## config.mk

```make
export PLATFORM = sky130hd
export DESIGN_NAME = write_full_flat
export DESIGN_NICKNAME = d
export VERILOG_FILES = /design/src/rtl/write_full_if.sv /design/src/rtl/write_full.sv /design/src/flat_wrapper.sv
export SDC_FILE = /design/constraint.sdc
export NUM_CORES = 1
export LEC_CHECK = 0
export BUFFER_PORTS_ARGS = -buffer_cell sky130_fd_sc_hd__buf_2
export CORE_MARGIN = 3
export CORE_UTILIZATION = 35
export CTS_BUF_LIST = sky130_fd_sc_hd__clkbuf_16
export DETAILED_ROUTE_END_ITERATION = 8
export GPL_ROUTABILITY_DRIVEN = 0
export PLACE_DENSITY_LB_ADDON = 0.15
export SLEW_MARGIN = 20
export SYNTH_ARGS = -nofsm -noshare
export SYNTH_HDL_FRONTEND = slang
export SYNTH_SLANG_ARGS = --single-unit
export TNS_END_PERCENT = 50
```

## constraint.sdc

```tcl
create_clock -name w_clk -period 3.23 [get_ports w_clk]
set_input_delay 0 -clock w_clk [delete_from_list [all_inputs] [get_ports w_clk]]
set_output_delay 0 -clock w_clk [all_outputs]
set_load 0.005 [all_outputs]
```

## src/rtl/write_full_if.sv

```systemverilog
// write_full_if: write-side FIFO bundle; master drives the request and the
// synchronized read pointer, slave (write_full) returns pointers and flags.
interface write_full_if #(parameter int FIFO_DEPTH_BIT = 4);
  logic                      w_en;
  logic [FIFO_DEPTH_BIT:0]   read_addr_gray_sync;
  logic                      flag_full;
  logic                      flag_almost_full;
  logic                      flag_overflow;
  logic [FIFO_DEPTH_BIT-1:0] write_addr;
  logic [FIFO_DEPTH_BIT:0]   write_addr_gray;
  logic [FIFO_DEPTH_BIT:0]   w_level;
  modport master (
    output w_en, read_addr_gray_sync,
    input  flag_full, flag_almost_full, flag_overflow, write_addr, write_addr_gray, w_level
  );
  modport slave (
    input  w_en, read_addr_gray_sync,
    output flag_full, flag_almost_full, flag_overflow, write_addr, write_addr_gray, w_level
  );
endinterface

```

## src/rtl/write_full.sv

```systemverilog
// write_full: async FIFO write pointer, registered Gray pointer, full/overflow flags.
// Optional WRITE_FULL_LEVEL_EN adds registered w_level and flag_almost_full.
module write_full #(
  parameter int FIFO_DEPTH_BIT = 4,
  parameter int ALMOST_FULL_TH = 2
) (
  input  logic         w_clk,
  input  logic         w_rst_n,
  write_full_if.slave  bus
);
  localparam int N = FIFO_DEPTH_BIT;
  logic [N:0] bin_q, bin_d, gray_q, gray_d;
  logic       full_q, full_d, ovf_q, ovf_d, push;
  always_comb begin
    push   = bus.w_en && !full_q;
    bin_d  = bin_q + {{N{1'b0}}, push};
    gray_d = (bin_d >> 1) ^ bin_d;
    // full when the write pointer is one lap ahead: top two Gray bits inverted
    full_d = gray_d == {~bus.read_addr_gray_sync[N:N-1], bus.read_addr_gray_sync[N-2:0]};
    ovf_d  = ovf_q || (bus.w_en && full_q);
  end
  always_ff @(posedge w_clk or negedge w_rst_n)
    if (!w_rst_n) begin
      bin_q  <= '0;
      gray_q <= '0;
      full_q <= 1'b0;
      ovf_q  <= 1'b0;
    end else begin
      bin_q  <= bin_d;
      gray_q <= gray_d;
      full_q <= full_d;
      ovf_q  <= ovf_d;
    end
  assign bus.write_addr      = bin_q[N-1:0];
  assign bus.write_addr_gray = gray_q;
  assign bus.flag_full       = full_q;
  assign bus.flag_overflow   = ovf_q;
`ifdef WRITE_FULL_LEVEL_EN
  localparam logic [N:0] DEPTH = {1'b1, {N{1'b0}}};
  logic [N:0] rbin, used, level_q, level_d;
  logic       afull_q, afull_d;
  for (genvar i = 0; i <= N; i++) begin : g_g2b
    assign rbin[i] = ^(bus.read_addr_gray_sync >> i);
  end
  always_comb begin
    used    = bin_d - rbin;
    level_d = used;
    afull_d = (DEPTH - used) <= (N+1)'(ALMOST_FULL_TH);
  end
  always_ff @(posedge w_clk or negedge w_rst_n)
    if (!w_rst_n) begin
      level_q <= '0;
      afull_q <= 1'b0;
    end else begin
      level_q <= level_d;
      afull_q <= afull_d;
    end
  assign bus.w_level          = level_q;
  assign bus.flag_almost_full = afull_q;
`else
  assign bus.w_level          = '0;
  assign bus.flag_almost_full = full_q;
`endif
endmodule

```

## src/flat_wrapper.sv

```systemverilog
// flat-port wrapper written by rule: the top's interface ports become plain ports
module write_full_flat 
#(
  parameter int FIFO_DEPTH_BIT = 4,
  parameter int ALMOST_FULL_TH = 2
)
  (w_clk, w_rst_n, bus_w_en, bus_read_addr_gray_sync, bus_flag_full, bus_flag_almost_full, bus_flag_overflow, bus_write_addr, bus_write_addr_gray, bus_w_level);
  write_full_if #(.FIFO_DEPTH_BIT(FIFO_DEPTH_BIT)) bus_i ();
  input  logic w_clk;
  input  logic w_rst_n;
  input wire logic [$bits(bus_i.w_en)-1:0] bus_w_en;
  input wire logic [$bits(bus_i.read_addr_gray_sync)-1:0] bus_read_addr_gray_sync;
  output wire logic [$bits(bus_i.flag_full)-1:0] bus_flag_full;
  output wire logic [$bits(bus_i.flag_almost_full)-1:0] bus_flag_almost_full;
  output wire logic [$bits(bus_i.flag_overflow)-1:0] bus_flag_overflow;
  output wire logic [$bits(bus_i.write_addr)-1:0] bus_write_addr;
  output wire logic [$bits(bus_i.write_addr_gray)-1:0] bus_write_addr_gray;
  output wire logic [$bits(bus_i.w_level)-1:0] bus_w_level;
  assign bus_i.w_en = bus_w_en;
  assign bus_i.read_addr_gray_sync = bus_read_addr_gray_sync;
  assign bus_flag_full = bus_i.flag_full;
  assign bus_flag_almost_full = bus_i.flag_almost_full;
  assign bus_flag_overflow = bus_i.flag_overflow;
  assign bus_write_addr = bus_i.write_addr;
  assign bus_write_addr_gray = bus_i.write_addr_gray;
  assign bus_w_level = bus_i.w_level;
  write_full #(.FIFO_DEPTH_BIT(FIFO_DEPTH_BIT), .ALMOST_FULL_TH(ALMOST_FULL_TH)) u_core (.w_clk(w_clk), .w_rst_n(w_rst_n), .bus(bus_i));
endmodule
```

**Yosys cells after proc, flatten, opt, wreduce, memory -nomap -nowiden**

Index checks and enable logic that the tools add are counted.

- Bits of input ports: 8
- Output and inout port bits: 17
- Logic and storage cells: 12
- Bits in registers: 12

- Add/subtract/negate cells: 1
- Reductions and logical operators: 4
- Equality and inequality tests: 1
- Bitwise operators: 2

Operator list:

| cell | count |
|---|---|
| 5-bit by 1-bit adder with 5-bit output | 1 |
| 5-bit == test | 1 |
| 4-bit by 5-bit bitwise XOR with 5-bit output | 1 |
| 1-bit logical AND | 2 |
| 2-bit NOT | 1 |
| 1-bit zero test | 1 |
| 1-bit logical OR | 1 |

**Longest topological paths before layout**

- Depth in word-level cells: 5
- Gate-level depth with buffers: 8
- Mapped depth without buffers: 8

**Worst setup path before layout**

Ideal clock, no wire load.

- Path kind: reg2reg
- Start: register u_core.full_q (netlist: u_core.bus.flag_almost_full)
- End: register u_core.full_q (netlist: u_core.bus.flag_almost_full)
- Buffers on the path: 0
- Data required time: 3148 ps
- Arrival time: 2055 ps
- Path slack: 1093 ps
- Cell stages (with the launch flop): 9
- Library setup time: 82 ps
- Clock period less this slack: 2137 ps
- Cells stage by stage: dfrtp_1 > nor2b_1 > ha_1 > ha_1 > and4b_1 > o21a_1 > or3_1 > a211o_1 > a22oi_2

- Word-level cells in the longest chain between the ends: 5

Ends and longest elaborated chain:

| element | RTL line | RTL |
|---|---|---|
| start, declared | write_full.sv:13 | `logic full_q, full_d, ovf_q, ovf_d, push;` |
| start signal, assigned | write_full.sv:31 | `full_q <= full_d;` |
| 1-bit zero test | write_full.sv:15 | `push = bus.w_en && !full_q;` |
| 1-bit logical AND | write_full.sv:15 |  |
| 5-bit by 1-bit adder with 5-bit output | write_full.sv:16 | `bin_d = bin_q + {{N{1'b0}}, push};` |
| 4-bit by 5-bit bitwise XOR with 5-bit output | write_full.sv:17 | `gray_d = (bin_d >> 1) ^ bin_d;` |
| 5-bit == test | write_full.sv:19 | `full_d = gray_d == {~bus.read_addr_gray_sync[N:N-1], bus.read_addr_gray_sync[N-2:0]};` |
| named net u_core.full_d | write_full.sv:13 |  |

The timed path passes the listed nets, and every way through them passes these cells.

**Final worst setup path**

- Start: input port bus_w_en
- End: register u_core.full_q (netlist: u_core.bus.flag_almost_full)

- Word-level cells in the longest chain between the ends: 4

Ends and longest elaborated chain:

| element | RTL line | RTL |
|---|---|---|
| start, declared | flat_wrapper.sv:11 | `input wire logic [$bits(bus_i.w_en)-1:0] bus_w_en;` |
| 1-bit logical AND | write_full.sv:15 |  |
| 5-bit by 1-bit adder with 5-bit output | write_full.sv:16 |  |
| 4-bit by 5-bit bitwise XOR with 5-bit output | write_full.sv:17 |  |
| 5-bit == test | write_full.sv:19 |  |
| named net u_core.full_d | write_full.sv:13 |  |

The timed path passes the listed nets, and every way through them passes these cells.

==> summary.md <==
| Metric | Value |
|---|---|
| Max-slew violation count | `0` |
| DRC viols | `0` |
| Syn avg cell area | `~11 µm²` |
| Footprint of the multi-input gates | `276.5 µm²` |
| Fin crit period | `~2300 ps` |
| Setup_tns | `0 ps` |
| Crit. Startpoint | `bus_w_en` |
| Startpoint types | `primary input` |
| Max Root-Sink Buffers | `2` |
| Clk Latency, worst-skew pair | `roughly 240 ps` |
| NetSw | `0.2865 mW` |
| Met1 wire length | `414 µm` |
| Vias in the first global route | `between 400 and 500` |
| Vias | `423` |
| Routed length on met2 | `about 510 µm` |
| Worst-path fanout max | `5` |
| Total power draw | `between 0.8 and 0.9 mW` |
| Pre-Repair DR Iteration Count | `2` |
| Core area | `1541 µm²` |
| Skew final | `2.683 ps` |
| Layout cell share with drive strength beyond 1 | `between 30 and 40%` |
| Util after Layout | `between 50% and 60%` |
| Nets@finish | `87` |
| Commonest non-fill, non-tap cell in the layout | `buf_2` |
| Max Fclk | `~0.44 GHz` |
| Post-synthesis simple-gate area fraction | `12.18%` |
| IR drop worst, VDD | `around 0.00045 V` |
| Pin count of the biggest net entering global routing | `12` |
| Global-route wire length before repair | `between 1500 and 2000 µm` |
| Switching Share | `34.48%` |
| Cts bufs inserted | `3` |
| Clk sinks | `11` |
| Root Buffer | `clkbuf_16` |
| Worst Hold Class | `in -> reg` |
| Seq pwr share | `about a third` |
| Hold Crit Start | `bus_read_addr_gray_sync[2]` |
| Max_cap viols | `0` |
| Worst endpoint required time | `roughly 3400 ps` |
| Synthesized area | `585.6 µm²` |
| Top routing layer used | `met4` |
| ANT cells | `0` |
| LEAKAGE | `around 0.38 nW` |
| Die Ht | `between 40 and 50 µm` |
| Routed len/inst | `~11 µm` |
| Vias per cell | `~4.6` |
| CTS tree | `built` |
| Worst Path Arrival | `~2400 ps` |
| Reg clk slew, reported paths | `around 40 ps` |
| Synth Register Bits | `11` |
| Post-Layout Cell Count | `between 90 and 100` |
| GRT Util Overall | `11.35%` |
| Syn. warnings | `0` |
| IO Pins | `25` |
| Synth Area in XOR/XNOR | `~16%` |
| Sequential cell area | `275.3 µm²` |
| Drt total wl | `a little over 1000 µm` |
| Growth of design area from synthesis to finish | `31.62%` |
| Antenna violations before repair | `0` |
| Fill cells | `160` |
| Crit Path Category | `in -> reg` |
| Initial DRC Count | `4` |
| P_int | `~0.54 mW` |
| Final setup viols | `0` |
| Commonest cells after routing, fill and taps aside | `buf_2, dfrtp_1, xnor2_1, conb_1, xor2_1` |
| Final setup margin | `963.1 ps` |
| Grt ovf | `0` |
| Final Cycle Share | `a little over two thirds` |
| R2R Path Start | `u_core.bus.flag_almost_full$_DFF_PN0_` |
| Die W | `46.90 µm` |
| Seq/Total Area, Yosys | `47.01%` |
| Power per cell area | `roughly 1100 nW/µm²` |
| Setup WS pre-CTS | `953.9 ps` |
| I/O Buffers | `19` |
| Outcome | `finished, final reports clean` |
| Largest family of logic cells by synthesized area | `XOR/XNOR gates` |
| Adder-cell area share of the yosys netlist | `between 4 and 5%` |
| Core Rows | `14` |
| Final hold violation count | `0` |
| Number of library cell types mapped by synthesis | `25` |
| Cell count after synthesis | `between 50 and 60` |
| Die area | `between 2000 and 2500 µm²` |
| Routed Antenna Nets | `0` |
| Placed insts | `86` |
| # H-tree levels | `1` |
| Logic gate share of total power | `41.6%` |
| Clock share of power | `26.7%` |
| RSZ-0062 raised after global routing | `false` |
| Initial Util | `a little under two fifths` |
| Post-synthesis mux area share | `0%` |
| Met3 WL | `76 µm` |
| Critical Path End Type | `register` |
| Compound-gate portion of the synthesized area | `a little under an eighth` |
stage by stage:
stage | instance area, µm² | hold slack (ps)
final | 770.7 | 117.0
after global routing | 770.7 | 172.6
after CTS | 770.7 | 120.4
after detailed placement | 670.6 | -117.6
after global placement | 670.6 | -117.1
after floorplan | 600.6 | -295.6
repair_timing:
action | CTS | global route
buffers inserted | 0 | 0
hold buffers | 2 | 0
resized for setup | 0 | 0
endpoints found under the hold margin | 12 | 0
setup endpoints to repair | 0 | 0
final timing paths:
path | to | slack, ps | cells after the start
setup / recovery | u_core.bus.flag_almost_full$_DFF_PN0_ | 960 | 10
hold / removal | u_core.bus.flag_almost_full$_DFF_PN0_ | 120 | 4
setup reg to reg | u_core.bus.flag_almost_full$_DFF_PN0_ | 970 | 8
hold reg to reg | u_core.bus.flag_overflow$_DFF_PN0_ | 450 | 1
max in group asynchronous | u_core.bin_q[3]$_DFF_PN0_ | 2870 | 2
min in group asynchronous | u_core.bus.flag_overflow$_DFF_PN0_ | 160 | 2
synthesized netlist by cell type, drive strengths merged:
cell | instances | area share [%]
dfrtp | 11 | 47
buf | 6 | 7.7
xnor2 | 5 | 7.5
xor2 | 5 | 8.8
nand3 | 3 | 2.6
ha | 2 | 4.3
nand2 | 2 | 1.3
nor2 | 2 | 1.3
or3 | 2 | 2.1
a211o | 1 | 1.5
a21boi | 1 | 1.3
a21o | 1 | 1.3
a21oi | 1 | 0.85
a22oi | 1 | 2.1
a31oi | 1 | 1.1
and4b | 1 | 1.7
conb | 1 | 0.64
inv | 1 | 0.64
nand2b | 1 | 1.1
nand4 | 1 | 1.1
nor2b | 1 | 1.1
o21a | 1 | 1.3
o21ai | 1 | 0.85
o22ai | 1 | 1.1
state kept, by name (all words and copies together), names as in the netlist:
signal	cells
u_core.bin_q	5
u_core.bus.flag_overflow	1
u_core.bus.flag_almost_full	1
u_core.bus.write_addr_gray	4
area by class of cell:
class / instances / area share [%]
clock inverter: 1 / 0.6494
tap: 16 / 2.597
multi-input combinational: 39 / 35.88
inverter: 1 / 0.4870
clock buffer: 3 / 9.740
timing repair buffer: 21 / 14.94
sequential: 11 / 35.71
layer usage:
layer  up-vias  global-route usage [%]
met3         2                   5.747
met4         0                   4.972
met5         -                       0
met2        13                   19.51
met1       192                   11.48
li1        216                       -
critical path, cell delays in order:
cell           delay [ps]
dlygate4sd3_1         520
buf_2                 100
nor2b_1               140
ha_1                  240
ha_1                  230
and4b_1               210
o21a_1                170
or3_1                 320
a211o_1               310
a22oi_2               170
cells by family after synthesis:
kind of cell / after synthesis
other: 1
adder cells (fa/ha/maj): 2
buffers and inverters: 7
AND/OR/NAND/NOR: 13
AO/OA/AOI/OAI: 9
flip-flops: 11
XOR/XNOR: 10
power by group through the flow:
| stage | Sequential, mW | Clock [mW] | Combinational [mW] |
|---|---|---|---|
| floorplan | 0.270 | 0 | 0.236 |
| global placement | 0.262 | 0 | 0.350 |
| detailed placement | 0.265 | 0 | 0.351 |
| CTS | 0.264 | 0.228 | 0.355 |
| global route | 0.271 | 0.238 | 0.399 |
| finish | 0.263 | 0.222 | 0.346 |
No activity file was read; power rests on OpenSTA's default activity.
